**config.mk**
```make
export PLATFORM = sky130hd
export DESIGN_NAME = sensor_ultrassom_emulador
export DESIGN_NICKNAME = d
export VERILOG_FILES = /design/src/rtl/trena_pkg.sv /design/src/rtl/sensor_ultrassom_emulador_contador_m.sv /design/src/rtl/sensor_ultrassom_emulador.sv
export SDC_FILE = /design/constraint.sdc
export NUM_CORES = 1
export LEC_CHECK = 0
export BUFFER_PORTS_ARGS = -buffer_cell sky130_fd_sc_hd__buf_2
export CAP_MARGIN = 20
export CORE_MARGIN = 5
export CORE_UTILIZATION = 58
export CTS_BUF_LIST = sky130_fd_sc_hd__clkbuf_4 sky130_fd_sc_hd__clkbuf_8
export DETAILED_ROUTE_END_ITERATION = 12
export GPL_TIMING_DRIVEN = 0
export PLACE_DENSITY = 0.79
export SLEW_MARGIN = 20
export SYNTH_ARGS = -nofsm -noshare
export SYNTH_HDL_FRONTEND = slang
export SYNTH_HIERARCHICAL = 1
export SYNTH_SLANG_ARGS = --single-unit
```
**constraint.sdc**
```tcl
create_clock -name clock -period 4.64 [get_ports clock]
set_clock_uncertainty 0.15 [all_clocks]
set_input_delay 0.696 -clock clock [delete_from_list [all_inputs] [get_ports clock]]
set_output_delay 0.696 -clock clock [all_outputs]
set_load 0.02 [all_outputs]
```
**src/rtl/trena_pkg.sv**
```systemverilog
// Shared timing constants and state codes for the trena and the HC-SR04 emulator.
// Both sides take the cm definition from here so their distance scales match.
package trena_pkg;

    localparam int CICLOS_POR_CM  = 2941;
    localparam int MIN_TRIGGER    = 500;
    localparam int ATRASO_ECHO    = 12500;
    localparam int DIST_MAX       = 400;
    localparam int CICLOS_TIMEOUT = 1900000;
    localparam int LARGURA_CONT   = 22;

    typedef enum logic [2:0] {
        REPOUSO      = 3'd0,
        TRIGGER_ALTO = 3'd1,
        ATRASO       = 3'd2,
        ECHO         = 3'd3,
        FIM          = 3'd4
    } estado_t;

    // Shift-and-add conversion; digits above 9 still produce a value, validity is checked apart.
    function automatic logic [10:0] bcd_para_bin(input logic [11:0] bcd);
        logic [10:0] h;
        logic [10:0] t;
        logic [10:0] u;
        h = {7'd0, bcd[11:8]};
        t = {7'd0, bcd[7:4]};
        u = {7'd0, bcd[3:0]};
        return (h << 6) + (h << 5) + (h << 2) + (t << 3) + (t << 1) + u;
    endfunction

endpackage

```
**src/rtl/sensor_ultrassom_emulador_contador_m.sv**
```systemverilog
// Generic modulo-M counter: zera clears, conta advances, fim flags the last count (M-1).
module contador_m #(
    parameter int M = 10,
    parameter int N = 22
) (
    input  logic clock,
    input  logic reset,
    input  logic zera,
    input  logic conta,
    output logic fim
);

    logic [N-1:0] q;

    assign fim = (q == N'(M - 1));

    always_ff @(posedge clock) begin
        if (reset || zera) begin
            q <= '0;
        end else if (conta) begin
            q <= fim ? '0 : q + 1'b1;
        end
    end

endmodule

```
**src/rtl/sensor_ultrassom_emulador.sv**
```systemverilog
// HC-SR04 emulator: accepts a long enough trigger, waits the burst delay, then
// drives echo for distance*CICLOS_POR_CM cycles (or the timeout width if invalid).
module sensor_ultrassom_emulador
    import trena_pkg::*;
#(
    parameter int CICLOS_POR_CM  = trena_pkg::CICLOS_POR_CM,
    parameter int MIN_TRIGGER    = trena_pkg::MIN_TRIGGER,
    parameter int ATRASO_ECHO    = trena_pkg::ATRASO_ECHO,
    parameter int DIST_MAX       = trena_pkg::DIST_MAX,
    parameter int CICLOS_TIMEOUT = trena_pkg::CICLOS_TIMEOUT
) (
    input  logic        clock,
    input  logic        reset,
    input  logic        trigger,
    input  logic [11:0] distancia_bcd,
    output logic        echo,
    output logic        ocupado,
    output logic        pronto,
    output logic [3:0]  db_estado
);

    estado_t     estado;
    logic        trig_m;
    logic        trig_s;
    logic        trig_d;
    logic        larg_fim;
    logic        atraso_fim;
    logic        tick_fim;
    logic        timeout_fim;
    logic [8:0]  cm_cnt;
    logic [8:0]  cm_alvo;
    logic        valido;
    logic [10:0] dist_bin;
    logic        digitos_ok;
    logic        dist_ok;
    logic        fim_echo;

    always_ff @(posedge clock) begin
        if (reset) begin
            trig_m <= 1'b0;
            trig_s <= 1'b0;
            trig_d <= 1'b0;
        end else begin
            trig_m <= trigger;
            trig_s <= trig_m;
            trig_d <= trig_s;
        end
    end

    // Width counter saturates at MIN_TRIGGER, so its fim means "pulse long enough".
    contador_m #(.M(MIN_TRIGGER + 1), .N(LARGURA_CONT)) u_largura (
        .clock (clock),
        .reset (reset),
        .zera  (estado == REPOUSO),
        .conta ((estado == TRIGGER_ALTO) && trig_s && !larg_fim),
        .fim   (larg_fim)
    );

    contador_m #(.M(ATRASO_ECHO), .N(LARGURA_CONT)) u_atraso (
        .clock (clock),
        .reset (reset),
        .zera  (estado != ATRASO),
        .conta (estado == ATRASO),
        .fim   (atraso_fim)
    );

    contador_m #(.M(CICLOS_POR_CM), .N(LARGURA_CONT)) u_tick_cm (
        .clock (clock),
        .reset (reset),
        .zera  ((estado != ECHO) || !valido),
        .conta (estado == ECHO),
        .fim   (tick_fim)
    );

    contador_m #(.M(CICLOS_TIMEOUT), .N(LARGURA_CONT)) u_timeout (
        .clock (clock),
        .reset (reset),
        .zera  ((estado != ECHO) || valido),
        .conta (estado == ECHO),
        .fim   (timeout_fim)
    );

    assign dist_bin   = bcd_para_bin(distancia_bcd);
    assign digitos_ok = (distancia_bcd[11:8] <= 4'd9) && (distancia_bcd[7:4] <= 4'd9)
                        && (distancia_bcd[3:0] <= 4'd9);
    assign dist_ok    = digitos_ok && (dist_bin != 11'd0) && (dist_bin <= 11'(DIST_MAX));
    assign fim_echo   = valido ? (tick_fim && (cm_cnt == cm_alvo - 9'd1)) : timeout_fim;
    assign db_estado  = {1'b0, estado};

    always_ff @(posedge clock) begin
        if (reset) begin
            estado  <= REPOUSO;
            echo    <= 1'b0;
            ocupado <= 1'b0;
            pronto  <= 1'b0;
            cm_cnt  <= 9'd0;
            cm_alvo <= 9'd0;
            valido  <= 1'b0;
        end else begin
            case (estado)
                REPOUSO: begin
                    if (trig_s && !trig_d) begin
                        estado <= TRIGGER_ALTO;
                    end
                end
                TRIGGER_ALTO: begin
                    if (!trig_s) begin
                        if (larg_fim) begin
                            cm_alvo <= dist_bin[8:0];
                            valido  <= dist_ok;
                            ocupado <= 1'b1;
                            estado  <= ATRASO;
                        end else begin
                            estado <= REPOUSO;
                        end
                    end
                end
                ATRASO: begin
                    if (atraso_fim) begin
                        echo   <= 1'b1;
                        estado <= ECHO;
                    end
                end
                ECHO: begin
                    if (fim_echo) begin
                        echo   <= 1'b0;
                        pronto <= 1'b1;
                        cm_cnt <= 9'd0;
                        estado <= FIM;
                    end else if (tick_fim) begin
                        cm_cnt <= cm_cnt + 9'd1;
                    end
                end
                FIM: begin
                    pronto  <= 1'b0;
                    ocupado <= 1'b0;
                    estado  <= REPOUSO;
                end
                default: begin
                    echo    <= 1'b0;
                    pronto  <= 1'b0;
                    ocupado <= 1'b0;
                    estado  <= REPOUSO;
                end
            endcase
        end
    end

endmodule

```
==> impl_metrics.tcl, run 1 <==
set metrics [dict create \
    status "finished, final reports clean" \
    cp_max_fo 23 \
    antenna_found_initial 0 \
    path_clk_slew_ns 0.07 \
    synth_fp_nets 836 \
    crit_required_ns 4.81 \
    dp_hpwl_um 10500 \
    dr.pass1.iters 5 \
    drc 0 \
    die_area_sq_um 13570 \
    cellPowerDensity_nw_per_um2 307.3 \
    cts_hold_buf 0 \
    ys_top_cells_by_area "dfxtp_1, nor2_1, xnor2_1, ha_1, xor2_1" \
    synth_top_cell_by_area "dfxtp_1" \
    fill_cells 916 \
    routed_wl_um 14160 \
    final_area_sq_um 7312 \
    via_count 5752 \
    wl_per_cell_um 14.47 \
    rrSetupSlack_ns 0.94 \
    grt_pass1_vias 5667 \
    synth_top_area_frac 0.3532 \
    min-delay-start "trig_m" \
    cp_slowest_cell "nor4_1" \
    arrival_ns 3.87 \
    max_freq_mhz 270.4 \
    crit-reg2reg-capture "u_tick_cm/q[21]" \
    hold_class "reg2reg" \
    setup-tns-final_ns 0 \
    hold_viol_final 0 \
    placed_area_sq_um 6850 \
    htreeDepth 4 \
    rows 38 \
    ff2ff_path_depth 9 \
    tightest_slew_ns 0.9406 \
    drt-initial-drc-count 316 \
    syn_area_per_cell_sq_um 8.355 \
    die_h_um 116.5 \
    cts.sink_count 116 \
    clk_latency_ns 0.43 \
    die_w_um 116.5 \
    ys_ff_latch 116 \
    grt_max_degree 24 \
    grt_use_total 0.2238 \
    p_leak_nw 2.479 \
    antenna_left 0 \
    path_class "reg2reg" \
    n_antenna_cell 0 \
    clock-root-buffer "clkbuf_8" \
    hold_path_end "trig_s" \
    drive_gt1_frac 0.1108 \
    synthArstFlopShare 0 \
    critPathLaunchType "register" \
    vias_per_cell 5.875 \
    layout_common_cells "dfxtp_1, nor2_1, nand2_1" \
    worstReg2RegStart "estado[1]" \
    setup_viol 0 \
    post_cts_buffers 0 \
    grt-ovfl-total 0 \
    cts_buffers 17 \
    cp_slowest_stage_delay_ns 0.76 \
    finalCriticalPeriod_ns 3.698 \
    final_common_cell "dfxtp_1" \
    synth_cells 787 \
    gp_congestion 0.8507 \
    synth_edf_count 0 \
    core-area_sq_um 10980 \
    clock_path_buffers 2 \
    setup.worst_path.end_class "register" \
    rsz0062_at_grt "no" \
    netlist_area_sq_um 6575 \
    initial_core_util 0.5987 \
    slew_violations 0 \
    syn_to_final_growth_pct 11.21 \
    yosys_warnings 6 \
    period_share 0.7971 \
    numPortBuffers 20 \
    synth_cell_types 67 \
    grt_pass1_wl_um 24820 \
    max-cap-violations 0 \
    layout.nets 875 \
    holdPathStages 1 \
    cts_resized 0 \
    slew_headroom 0.3729 \
    io_pins 22 \
    ir_drop_mv 0.3236 \
    synth-seq-area-share 0.3532 \
    ys.flop_type "dfxtp_1" \
    crit_chain "clkbuf_1, nand3_1, inv_1, clkbuf_1, nand4_1, nor4_1, nand3_1, xor2_1, nor2_1" \
    cts_tree "built" \
]
==> where the power goes <==
part / leakage (nW) / total [mW] / switching [mW] / internal (mW)
clock network: 0.237 / 1.08 / 0.394 / 0.682
registers: 0.934 / 0.999 / 0.00146 / 0.998
logic: 1.31 / 0.171 / 0.0994 / 0.0720
==> cell usage after synthesis, drive strengths merged, types with 2 or more instances <==
cell type  instances
nand4             30
o31ai             16
nor2b              6
ha                27
a31oi             10
a211oi            10
nand3             39
mux2i              6
buf               10
nor2              92
clkbuf            12
nor4b              4
or3               24
dfxtp            116
nand2             56
or4               22
inv               54
and3               5
or2                6
o21a               3
nor3              25
a21boi             4
nand2b             2
o211ai             9
a21oi             47
o21bai             2
and4               6
fa                 7
and3b              3
o21ai             35
xor2              27
o41ai              2
nor4              14
xnor2             39
and4b              2
==> cells by family after synthesis <==
family	Yosys count	share of synthesized area
compound gates	147	0.1524
mux	6	0.009135
flops	116	0.3532
simple gates	341	0.2765
other cells	1	0.0005703
fa+ha+maj	34	0.07269
xor+xnor	66	0.08792
buf+inv	76	0.04757
==> registers in the layout, indices dropped and copies added, names as in the netlist <==
register	flops
u_largura/q	22
trig_m	1
valido	1
u_atraso/q	22
pronto	1
estado	3
cm_cnt	9
u_timeout/q	22
trig_s	1
u_tick_cm/q	22
ocupado	1
echo	1
trig_d	1
cm_alvo	9
==> routing by layer <==
layer	track usage	wire (um)	vias to the layer above
met2	0.3860	7020	104
met4	0.08507	257	0
met3	0.05285	495	26
met1	0.2704	6388	2731
met5	0	0	-
li1	-	-	2891
==> metrics by stage <==
| stage | util | std cells | setup slack [ns] | hold WS [ns] | power (mW) |
|---|---|---|---|---|---|
| final | 0.6658 | 979 | 0.9415 | 0.3033 | 2.247 |
| after CTS | 0.6658 | 979 | 0.9441 | 0.3039 | 2.269 |
| after global routing | 0.6658 | 979 | 0.5051 | 0.3199 | 2.346 |
| after global placement | 0.6237 | 947 | 0.8462 | 0.2729 | 1.181 |
| after floorplan | - | 787 | 1.123 | 0.2638 | 1.146 |
| after detailed placement | 0.6237 | 947 | 0.7968 | 0.2919 | 1.192 |
==> worst max-delay path: cells and delay by family, from the launching register on <==
family | cells | cell delay [ns]
AND/OR/NAND/NOR | 5 | 1.70
flip-flops | 1 | 0.36
XOR/XNOR | 1 | 0.17
buffers and inverters | 3 | 1.21
==> how the worst max path moves through the flow <==
stage | startpoint | endpoint | cells past startpoint
CTS | estado[1] | u_tick_cm/q[21] | 9
global placement | distancia_bcd[6] | valido | 14
detailed placement | distancia_bcd[6] | valido | 14
floorplan | distancia_bcd[3] | valido | 13
finish | estado[1] | u_tick_cm/q[21] | 9
global route | estado[1] | u_tick_cm/q[21] | 9
==> final cells by class <==
cell class              instances  area [sq um]  share of cell area
multi-input cells             595          3940              0.5388
flip-flops and latches        116          2322              0.3176
clock buffers                  22         284.0             0.03884
inverters                      54         202.7             0.02772
clock inverters                10         177.7             0.02430
well taps                     140         175.2             0.02396
plain buffers                  22         110.1             0.01506
repair buffers                 20         100.1             0.01369
Power figures use the tool's default switching activity.
==> inputs of run 2 (changes only) <==
- PLACE_DENSITY: 0.79 -> 0.82
- clock period: 4.64 -> 2.95 ns (I/O delays scaled with it)
==> impl_metrics.tcl, run 2 (synthesis results as in run 1) <==
set metrics [dict create \
    min-delay-start "trigger" \
    grt-ovfl-total 0 \
    layout.nets 883 \
    gp_congestion 0.8453 \
    path_class "in2reg" \
    rsz0062_at_grt "yes" \
    period_share 1.008 \
    cp_slowest_cell "fa_1" \
    syn_to_final_growth_pct 13.99 \
    setup_ws_ns -0.02351 \
    cts_hold_buf 0 \
    cts_buffers 17 \
    ir_drop_mv 0.4583 \
    drt-initial-drc-count 546 \
    numPortBuffers 20 \
    wl_per_cell_um 15.14 \
    busiest_layer "met2" \
    grt_use_total 0.2338 \
    ff2ff_path_depth 9 \
    crit_family "adder cells" \
    layout_common_cells "dfxtp_1, nor2_1, nand2_1" \
    violations "negative setup slack" \
    via_count 5901 \
    p_leak_nw 2.497 \
    path_clk_slew_ns 0.07 \
    antenna_found_initial 0 \
    worstReg2RegStart "u_largura/q[17]" \
    grt_pass1_vias 5719 \
    fin_hold_ws_ns 0.06625 \
    routed_wl_um 14950 \
    cts.sink_count 116 \
    setup-tns-final_ns -0.02351 \
    grt_pass1_wl_um 25890 \
    vias_per_cell 5.979 \
    setup_viol 1 \
    cts_tree "built" \
    n_antenna_cell 0 \
    arrival_ns 3.15 \
    grtUsageMet1 0.2929 \
    crit-reg2reg-capture "u_largura/q[21]" \
    fin_cells 987 \
    cp_max_fo 3 \
    grtUsageMet3 0.05492 \
    die_area_sq_um 13570 \
    die_h_um 116.5 \
    die_w_um 116.5 \
    slew_violations 0 \
    crit_required_ns 3.13 \
    clk_latency_ns 0.43 \
    critPathLaunchType "primary input" \
    clock-root-buffer "clkbuf_8" \
    hold_path_end "trig_m" \
    grt_max_degree 24 \
    drive_gt1_frac 0.1594 \
    tightest_slew_ns 0.5404 \
    holdPathStages 2 \
    status "complete, but fails checks" \
    rrSetupSlack_ns 0.13 \
    antenna_left 0 \
    placedCellCount 947 \
    max-cap-violations 0 \
    clock_path_buffers 2 \
    dp_hpwl_um 10520 \
    p_total_mw 3.490 \
    slew_headroom 0.6364 \
    finalCriticalPeriod_ns 2.974 \
    rows 38 \
    core-area_sq_um 10980 \
    cellPowerDensity_nw_per_um2 465.6 \
    final_common_cell "dfxtp_1" \
    io_pins 22 \
    initial_core_util 0.5987 \
    cp_slowest_stage_delay_ns 0.52 \
    max_freq_mhz 336.3 \
    hold_class "in2reg" \
    drc 0 \
    setup.worst_path.end_class "register" \
    crit_chain "buf_4, inv_8, fa_1, fa_1, inv_2, ha_4, inv_2, fa_2, nor2b_1, o21a_1, or3_4, a211o_1, mux2i_1, o31ai_1" \
    gr-usage-met2 0.3898 \
    fill_cells 844 \
    dr.pass1.iters 5 \
    timing.critical_path.buf_inv 4 \
    hold_viol_final 0 \
    htreeDepth 4 \
]
## run 2: cell count changes in the layout (fill, tap and decap cells not counted), moves of 4 or more
| cell | before | now |
|---|---|---|
| or4_4 | 3 | 7 |
| dfxtp_2 | 0 | 7 |
| inv_2 | 0 | 6 |
| dfxtp_1 | 116 | 109 |
| buf_4 | 1 | 13 |
| clkbuf_8 | 19 | 23 |
| clkbuf_1 | 11 | 7 |
| inv_1 | 54 | 47 |
## run 2: where the power goes
group	leakage (nW)	internal [mW]	switching, mW
clock network	0.224	0.977	0.638
registers	0.938	1.57	0.00262
logic	1.33	0.133	0.170
## run 2: cell type report
cell class	count	area (sq um)	share of cell area
multi-input cells	597	4059	0.5416
clock buffers	24	324.1	0.04324
plain buffers	19	105.1	0.01402
clock inverters	8	120.1	0.01603
inverters	54	210.2	0.02805
well taps	140	175.2	0.02337
flip-flops and latches	116	2331	0.3110
repair buffers	29	170.2	0.02270
## run 2: metrics by stage
stage / worst slack (ns) / cell area (sq um) / utilization
floorplan: -0.2377 / 6589 / -
global placement: -0.5405 / 6864 / 0.6250
detailed placement: -0.6274 / 6864 / 0.6250
CTS: 0.002848 / 7383 / 0.6722
global route: -0.1321 / 7495 / 0.6824
finish: -0.02351 / 7495 / 0.6824
## run 2: worst max path at each step
stage / start / end / slack (ns) / cells past startpoint
detailed placement: distancia_bcd[4] / valido / -0.63 / 14
global placement: distancia_bcd[4] / valido / -0.54 / 14
floorplan: distancia_bcd[4] / valido / -0.24 / 13
global route: distancia_bcd[4] / valido / -0.13 / 14
finish: distancia_bcd[4] / valido / -0.02 / 14
CTS: distancia_bcd[3] / valido / 0.003 / 14
## run 2: routing by layer
| metal | up-vias | wire length [um] |
|---|---|---|
| li1 | 2918 | - |
| met1 | 2801 | 6606 |
| met2 | 145 | 7431 |
| met3 | 37 | 614 |
| met4 | 0 | 295 |
| met5 | - | 0 |
## run 2: repair_timing
| action | CTS | global route |
|---|---|---|
| pin swaps | 8 | 8 |
| endpoints found under the setup margin | 51 | 37 |
| gates resized for setup | 13 | 26 |
| setup buffers | 6 | 3 |
| cloned | 0 | 2 |
